`src/rtl/muldiv_unit.sv`:
```
// Iterative HI/LO multiply/divide unit: 32-step shift-add multiply and restoring divide.
// Define MULDIV_DIV_EN to build the divider; otherwise DIV/DIVU complete at once with no effect.
module muldiv_unit (
   input  logic        clk,
   input  logic        rst_n,
   input  logic        start,
   input  logic [2:0]  op,
   input  logic [31:0] a,
   input  logic [31:0] b,
   output logic        busy,
   output logic        done,
   output logic [31:0] hi,
   output logic [31:0] lo,
   output logic        div_by_zero
);

   localparam logic [1:0] IDLE   = 2'd0;
   localparam logic [1:0] RUN    = 2'd1;
   localparam logic [1:0] FINISH = 2'd2;

   localparam logic [2:0] OP_MULT  = 3'b000;
   localparam logic [2:0] OP_MULTU = 3'b001;
   localparam logic [2:0] OP_DIV   = 3'b010;
   localparam logic [2:0] OP_DIVU  = 3'b011;
   localparam logic [2:0] OP_MTHI  = 3'b100;
   localparam logic [2:0] OP_MTLO  = 3'b101;

   logic [1:0]  state;
   logic [5:0]  cnt;
   logic [63:0] acc;       // {partial hi, partial lo} or {remainder, quotient}
   logic [31:0] opb;       // multiplicand / divisor magnitude
   logic        neg_q;     // negate product, or quotient
   logic        skip;      // FINISH entered without running (no HI/LO write)
`ifdef MULDIV_DIV_EN
   logic        is_div;
   logic        neg_r;
`endif

   logic        accept;
   logic        sgn;
   logic [31:0] mag_a, mag_b;
   logic [32:0] sum;
   logic [63:0] step;
   logic [63:0] res;

   // The done cycle is deliberately a dead cycle for new requests.
   assign accept = start && (state == IDLE) && !done;
   assign sgn    = ~op[0];
   assign mag_a  = (sgn && a[31]) ? -a : a;
   assign mag_b  = (sgn && b[31]) ? -b : b;
   assign busy   = (state == RUN) || (state == FINISH && !skip);

   always_comb begin
      sum  = {1'b0, acc[63:32]} + (acc[0] ? {1'b0, opb} : 33'd0);
      step = {sum, acc[31:1]};
`ifdef MULDIV_DIV_EN
      if (is_div) begin
         logic [32:0] trial;
         trial = acc[63:31] - {1'b0, opb};
         // Borrow set means the shifted remainder is below the divisor: restore.
         step  = trial[32] ? {acc[62:0], 1'b0} : {trial[31:0], acc[30:0], 1'b1};
      end
`endif
   end

   always_comb begin
      res = neg_q ? -acc : acc;
`ifdef MULDIV_DIV_EN
      if (is_div) begin
         res[63:32] = neg_r ? -acc[63:32] : acc[63:32];
         res[31:0]  = neg_q ? -acc[31:0]  : acc[31:0];
      end
`endif
   end

   always_ff @(posedge clk or negedge rst_n) begin
      if (!rst_n) begin
         state       <= IDLE;
         cnt         <= 6'd0;
         acc         <= 64'd0;
         opb         <= 32'd0;
         neg_q       <= 1'b0;
         skip        <= 1'b0;
         hi          <= 32'd0;
         lo          <= 32'd0;
         done        <= 1'b0;
         div_by_zero <= 1'b0;
`ifdef MULDIV_DIV_EN
         is_div      <= 1'b0;
         neg_r       <= 1'b0;
`endif
      end else begin
         done        <= 1'b0;
         div_by_zero <= 1'b0;
         case (state)
            IDLE: if (accept) begin
               case (op)
                  OP_MULT, OP_MULTU: begin
                     acc   <= {32'd0, mag_a};
                     opb   <= mag_b;
                     neg_q <= sgn && (a[31] ^ b[31]);
                     skip  <= 1'b0;
                     cnt   <= 6'd0;
                     state <= RUN;
`ifdef MULDIV_DIV_EN
                     is_div <= 1'b0;
                     neg_r  <= 1'b0;
`endif
                  end
                  OP_DIV, OP_DIVU: begin
`ifdef MULDIV_DIV_EN
                     if (b == 32'd0) begin
                        skip  <= 1'b1;
                        state <= FINISH;
                     end else begin
                        acc    <= {32'd0, mag_a};
                        opb    <= mag_b;
                        neg_q  <= sgn && (a[31] ^ b[31]);
                        neg_r  <= sgn && a[31];
                        is_div <= 1'b1;
                        skip   <= 1'b0;
                        cnt    <= 6'd0;
                        state  <= RUN;
                     end
`else
                     skip  <= 1'b1;
                     state <= FINISH;
`endif
                  end
                  OP_MTHI: hi <= a;
                  OP_MTLO: lo <= a;
                  default: ;
               endcase
            end
            RUN: begin
               acc <= step;
               cnt <= cnt + 6'd1;
               if (cnt == 6'd31) state <= FINISH;
            end
            FINISH: begin
               done <= 1'b1;
`ifdef MULDIV_DIV_EN
               div_by_zero <= skip;
`endif
               if (!skip) begin
                  hi <= res[63:32];
                  lo <= res[31:0];
               end
               skip  <= 1'b0;
               state <= IDLE;
            end
            default: state <= IDLE;
         endcase
      end
   end

endmodule

```
`config.mk`:
```
export PLATFORM = sky130hd
export DESIGN_NAME = muldiv_unit
export DESIGN_NICKNAME = d
export VERILOG_FILES = /design/src/rtl/muldiv_unit.sv
export SDC_FILE = /design/constraint.sdc
export NUM_CORES = 1
export LEC_CHECK = 0
export CAP_MARGIN = 25
export CORE_MARGIN = 5
export CORE_UTILIZATION = 25
export CTS_BUF_LIST = sky130_fd_sc_hd__clkbuf_4 sky130_fd_sc_hd__clkbuf_8
export DETAILED_ROUTE_END_ITERATION = 12
export GPL_ROUTABILITY_DRIVEN = 0
export GPL_TIMING_DRIVEN = 1
export HOLD_SLACK_MARGIN = 0.15
export MAX_ROUTING_LAYER = met4
export PLACE_DENSITY_LB_ADDON = 0.1
export SYNTH_ARGS = -nofsm -noshare
export SYNTH_HDL_FRONTEND = slang
export SYNTH_SLANG_ARGS = --single-unit
```
`constraint.sdc`:
```
create_clock -name clk -period 3.4 [get_ports clk]
set_input_delay 0.68 -clock clk [delete_from_list [all_inputs] [get_ports clk]]
set_output_delay 0.68 -clock clk [all_outputs]
set_load 0.02 [all_outputs]
```
# --- Word level (Yosys, flattened, before mapping) ---
# Index checks and enable logic that the tools add are counted.
classes:
  add_sub_neg: 5
  mul: 0
  n_div: 0
  magnitude_cmp: 0
  eq_ne: 15
  n_shift: 0
  muxes: 26
  bitwise: 2
  n_reduce_logical: 21
ops:
  columns: ["op", "n"]
  rows:
  - ["$mux 32", 9]
  - ["$mux 64", 3]
  - ["$pmux 32 s2", 2]
  - ["$pmux 64 s2", 1]
  - ["$neg 32->32", 2]
  - ["$neg 64->64", 1]
  - ["$add 32x32->33", 1]
  - ["$mux 6", 2]
  - ["$pmux 6 s2", 1]
  - ["$reduce_and 3->1", 4]
  - ["$ne 2x1->1 const B", 4]
  - ["$pmux 2 s2", 2]
  - ["$reduce_and 4->1", 2]
  - ["$add 6x1->6 const B", 1]
  - ["$eq 3x2->1 const B", 2]
  - ["$eq 3x3->1 const B", 2]
  - ["$eq 6x5->1 const B", 1]
  - ["$logic_and 1x1->1", 6]
  - ["$mux 2", 2]
  - ["$ne 2x2->1 const B", 2]
  - ["$pmux 1 s2", 2]
  - ["$reduce_bool 2->1", 2]
  - ["$reduce_or 2->1", 2]
  - ["$eq 3x1->1 const B", 1]
  - ["10 further kinds", 12]
totals:
  register_bits: 171
  latchBits: 0
  ram_bits: 0
  romBits: 0
  out_inout_bits: 67
  elab_cells: 78
  n_memories: 0

# --- Logic depth before layout (Yosys ltp) ---
depth:
  depth_word: 6
  depth_mapped: 13
  ltp_nobuf: 11

# --- Worst setup path before layout ---
# No wires, ideal clock.
synth_timing:
  path_type: "flip-flop to flip-flop"
  start: "register acc[0]"
  end: "register hi[26]"
  setup_time_ps: 137
  arrival_time_ps: 2810
  required_time_ps: 3263
  slack_ps: 453
  stages_incl_launch_ff: 13
  n_path_buf: 3
  path_cell_list: "dfrtp_1 > buf_2 > clkbuf_1 > inv_1 > ha_1 > or3b_2 > nor4_4 > nand4_1 > or4_1 > buf_2 > o41ai_4 > xor2_1 > a21oi_1"
synth_via:
  elab_chain_len: 4
synth_rtl:
  columns: ["item", "line", "source"]
  rows:
  - ["from (decl)", "30", "logic [63:0] acc;"]
  - ["from (signal assigned)", "99", "acc <= {32'd0, mag_a};"]
  - ["from (signal assigned)", "136", "acc <= step;"]
  - ["$neg 64->64", "67", "res = neg_q ? -acc : acc;"]
  - ["$mux 64", "67", null]
  - ["$mux 32", "145", "if (!skip) begin"]
  - ["$pmux 32 s2", "95", "case (state)"]
  - ["to (signal assigned)", "146", "hi <= res[63:32];"]
  - ["to (decl)", "12", "output logic [31:0] hi,"]
# Every way passes these cells. The select of a mux whose other input is x is not followed.
# A chain may end at the register's enable or synchronous reset.

# --- Final worst setup path ---
layout_timing:
  start: "register acc[0]"
  end: "register acc[57]"
layout_via:
  elab_chain_len: 3
layout_rtl:
  columns: ["item", "line", "source"]
  rows:
  - ["$mux 32", "54", "sum = {1'b0, acc[63:32]} + (acc[0] ? {1'b0, opb} : 33'd0);"]
  - ["$add 32x32->33", "54", null]
  - ["$pmux 64 s2", "95", null]
# Every way passes these cells.

==> results.sh <==
export IMPL_routed_wl_um=44700
export IMPL_ant_nets=0
export IMPL_fin_crit_sh_pct=93.6
export IMPL_tightest_slew_ns=0.988
export IMPL_drt_first_pass_iters=5
export IMPL_crit_top_cell="buf_4"
export IMPL_hold_path_depth=2
export IMPL_cp_required_ns=3.81
export IMPL_fin_cells=2189
export IMPL_syn_num_nets=1529
export IMPL_yosysTopAreaCellShare_pct=36.2
export IMPL_io_pins=137
export IMPL_crit_slowest_cell="dfrtp_2"
export IMPL_fp_dieH_um=228
export IMPL_antenna_found_initial=1
export IMPL_io_buffers=135
export IMPL_yosys_register_bits=171
export IMPL_p_per_area_nw_per_um2=813
export IMPL_drive_gt1_share_pct=9.11
export IMPL_setup_viol=0
export IMPL_syn_area_per_cell_um2=8.32
export IMPL_p_leak_nw=6.10
export IMPL_fin_worst_skew_ns=0.0136
export IMPL_cp_num_cells=11
export IMPL_post_cts_buffers=0
export IMPL_syn2layout_area_growth_pct=24.9
export IMPL_wl_per_cell_um=20.4
export IMPL_dr_total_vias=11100
export IMPL_syn_area_um2=11800
export IMPL_r2r_slack_ns=0.22
export IMPL_crit_start="acc[0]"
export IMPL_clk_latency_ns=0.51
export IMPL_clkSlewWorstSetupHoldPaths_ns=0.09
export IMPL_start_kind="flop"
export IMPL_status="finished, final reports clean"
export IMPL_core_um2=46700
export IMPL_hold_violations=0
export IMPL_viasPerCell=5.08
export IMPL_synthTopCellsByArea="dfrtp_1 36%, o21ai_0 6.6%, nand2_1 5.3%, xor2_1 4.9%, xnor2_1 4.4%"
export IMPL_synth_top_area_cell="dfrtp_1"
export IMPL_cts_path_max_buffers=2
export IMPL_row_count=79
export IMPL_hpwlAfterDp_um=34300
export IMPL_relSlewSlack_pct=34.0
export IMPL_crit_family="compound AO/OA/AOI/OAI gates"
export IMPL_drc_errors=0
export IMPL_timing_critical_path_cells="buf_4 > buf_4 > and2_1 > ha_1 > and4_1 > nand2_1 > a211oi_1 > o211ai_1 > a21boi_0 > o21ai_0 > a32o_1"
export IMPL_nNetsFinal=1675
export IMPL_hp_class="reg2reg"
export IMPL_grt_usage_pct=17.8
export IMPL_async_reset_ff_share_pct=100
export IMPL_cts_tree="built"
export IMPL_worstPathBufferInverterCount=2
export IMPL_synth_ff_type="dfrtp_1"
export IMPL_seq_area_frac_synth_pct=36.2
export IMPL_synth_most_common_cell="dfrtp_1"
export IMPL_cts_sinks=171
export IMPL_rr_worst_depth=11
export IMPL_root_buffer="clkbuf_8"
export IMPL_fmax_mhz=314
export IMPL_maxCapViolCount=0
export IMPL_cp_end_kind="flop"
export IMPL_initial_core_util_pct=25.4
export IMPL_synthCells=1422
export IMPL_cts_buffers=17
export IMPL_overflow=0
export IMPL_grt_pass1_wl_um=68600
export IMPL_irDropWorstVdd_v=0.000411
export IMPL_synth_distinct_cells=69
export IMPL_whs_endpoint="opb[12]"
export IMPL_synth_common_cells="171 x dfrtp_1, 167 x nand2_1, 155 x o21ai_0"
export IMPL_grt_max_degree=81
export IMPL_fin_ws_ns=0.217
export IMPL_fp_dieArea_um2=51800
export IMPL_r2r_start="acc[0]"
export IMPL_finalSetupTns_ns=0
export IMPL_worst_path_max_fanout=23
export IMPL_period_needed_ns=3.18
export IMPL_hold_path_startpoint="opb[12]"
export IMPL_dr_first_iter_drc_count=747
export IMPL_yosys_warnings=0
export IMPL_synth_edf_count=0
export IMPL_ctsHtreeMaxLevel=4
export IMPL_pre_cts_ws_ns=0.0213
export IMPL_cpPeakStageDelay_ns=0.47
export IMPL_rsz0062_at_grt="false"
export IMPL_die_w_um=228
export IMPL_crit_type="reg2reg"
export IMPL_slew_violations=0
export IMPL_total_power_mw=12.0
export IMPL_grt_pass1_vias=11000
export IMPL_place_inst=2155
export IMPL_num_fill_cells=5037
export IMPL_r2r_end="acc[57]"
export IMPL_cp_arrival_ns=3.59
## flip-flops by register name, indices dropped and copies added (netlist names)
signal,flops
cnt,6
neg_q,1
opb,32
state,2
lo,32
hi,32
skip,1
done,1
acc,64
## routing by layer
layer	up-vias	part of all wire (%)	global-route usage, %
met3	45	3.3	2.17
met4	0	3.0	6.25
met2	248	44	26.4
met5	-	0	-
li1	5458	-	-
met1	5367	50	25.2
## power by group
part	total [mW]	internal [mW]	switching, mW
Combinational	6.35	2.68	3.67
Sequential	3.86	2.93	0.934
Clock	1.79	0.921	0.870
Total	12.0	6.53	5.48
## kinds of logic (layout without fill, tap and decap cells)
group                      count (synthesis)  count (layout)  share of synthesized area, %
and+or+nand+nor                          506             506                          21.2
AOI/OAI and AO/OA                        459             459                          24.8
DFF                                      171             171                          36.2
xor gates and xnor gates                 126             126                          9.33
buffers and inverters                    114             273                          3.79
adders and majority gates                 37              37                          3.98
muxes                                      8               8                         0.677
other                                      1               2                        0.0317
## tightest hold or removal path, cell delays in order (launching register included)
cell and delay [ns]:
dfrtp_1 0.35, nand2_1 0.05, o21ai_0 0.06
## worst max-delay path by stage
| stage | to |
|---|---|
| after CTS | hi[26] |
| after global placement | opb[29] |
| final | acc[57] |
| after detailed placement | opb[29] |
| after floorplan | hi[26] |
| after global routing | acc[57] |
## metrics by stage
stage          utilization (%)  instance area [um^2]  hold slack [ns]
6_report                  31.7                 14800            0.482
3_5_place_dp              30.6                 14300            0.462
4_1_cts                   31.6                 14800            0.484
2_1_floorplan                -                 11800            0.384
5_1_grt                   31.7                 14800            0.494
3_3_place_gp              30.6                 14300            0.455
## area by class of cell
type	instances	area, um^2	share of cell area [%]
Inverter	24	90.1	0.610
Sequential cell	171	4280	29.0
Clock inverter	13	213	1.44
Timing Repair Buffer	217	2020	13.7
Antenna cell	1	2.50	0.0169
Clock buffer	19	262	1.77
Tap cell	607	759	5.14
Multi-Input combinational cell	1137	7140	48.4
## cells in the final DEF, fill, tap and decap left out, types with 28 or more instances in the layout
master / count
nand3_1: 28
and2_1: 35
buf_4: 77
dfrtp_1: 169
xor2_1: 66
ha_1: 35
clkdlybuf4s50_1: 134
xnor2_1: 60
nor2_1: 117
a22oi_1: 28
nor3_1: 32
o21ai_0: 154
o31ai_1: 42
a21oi_1: 90
nand2_1: 166
## timing repair
action / 4_1_cts / 5_1_grt
hold buffers: 1 / 0
endpoints found under the hold margin: 14 / 0
resized for setup: 0 / 3
setup endpoints to repair: 0 / 7
(Power assumes the default switching activity.)
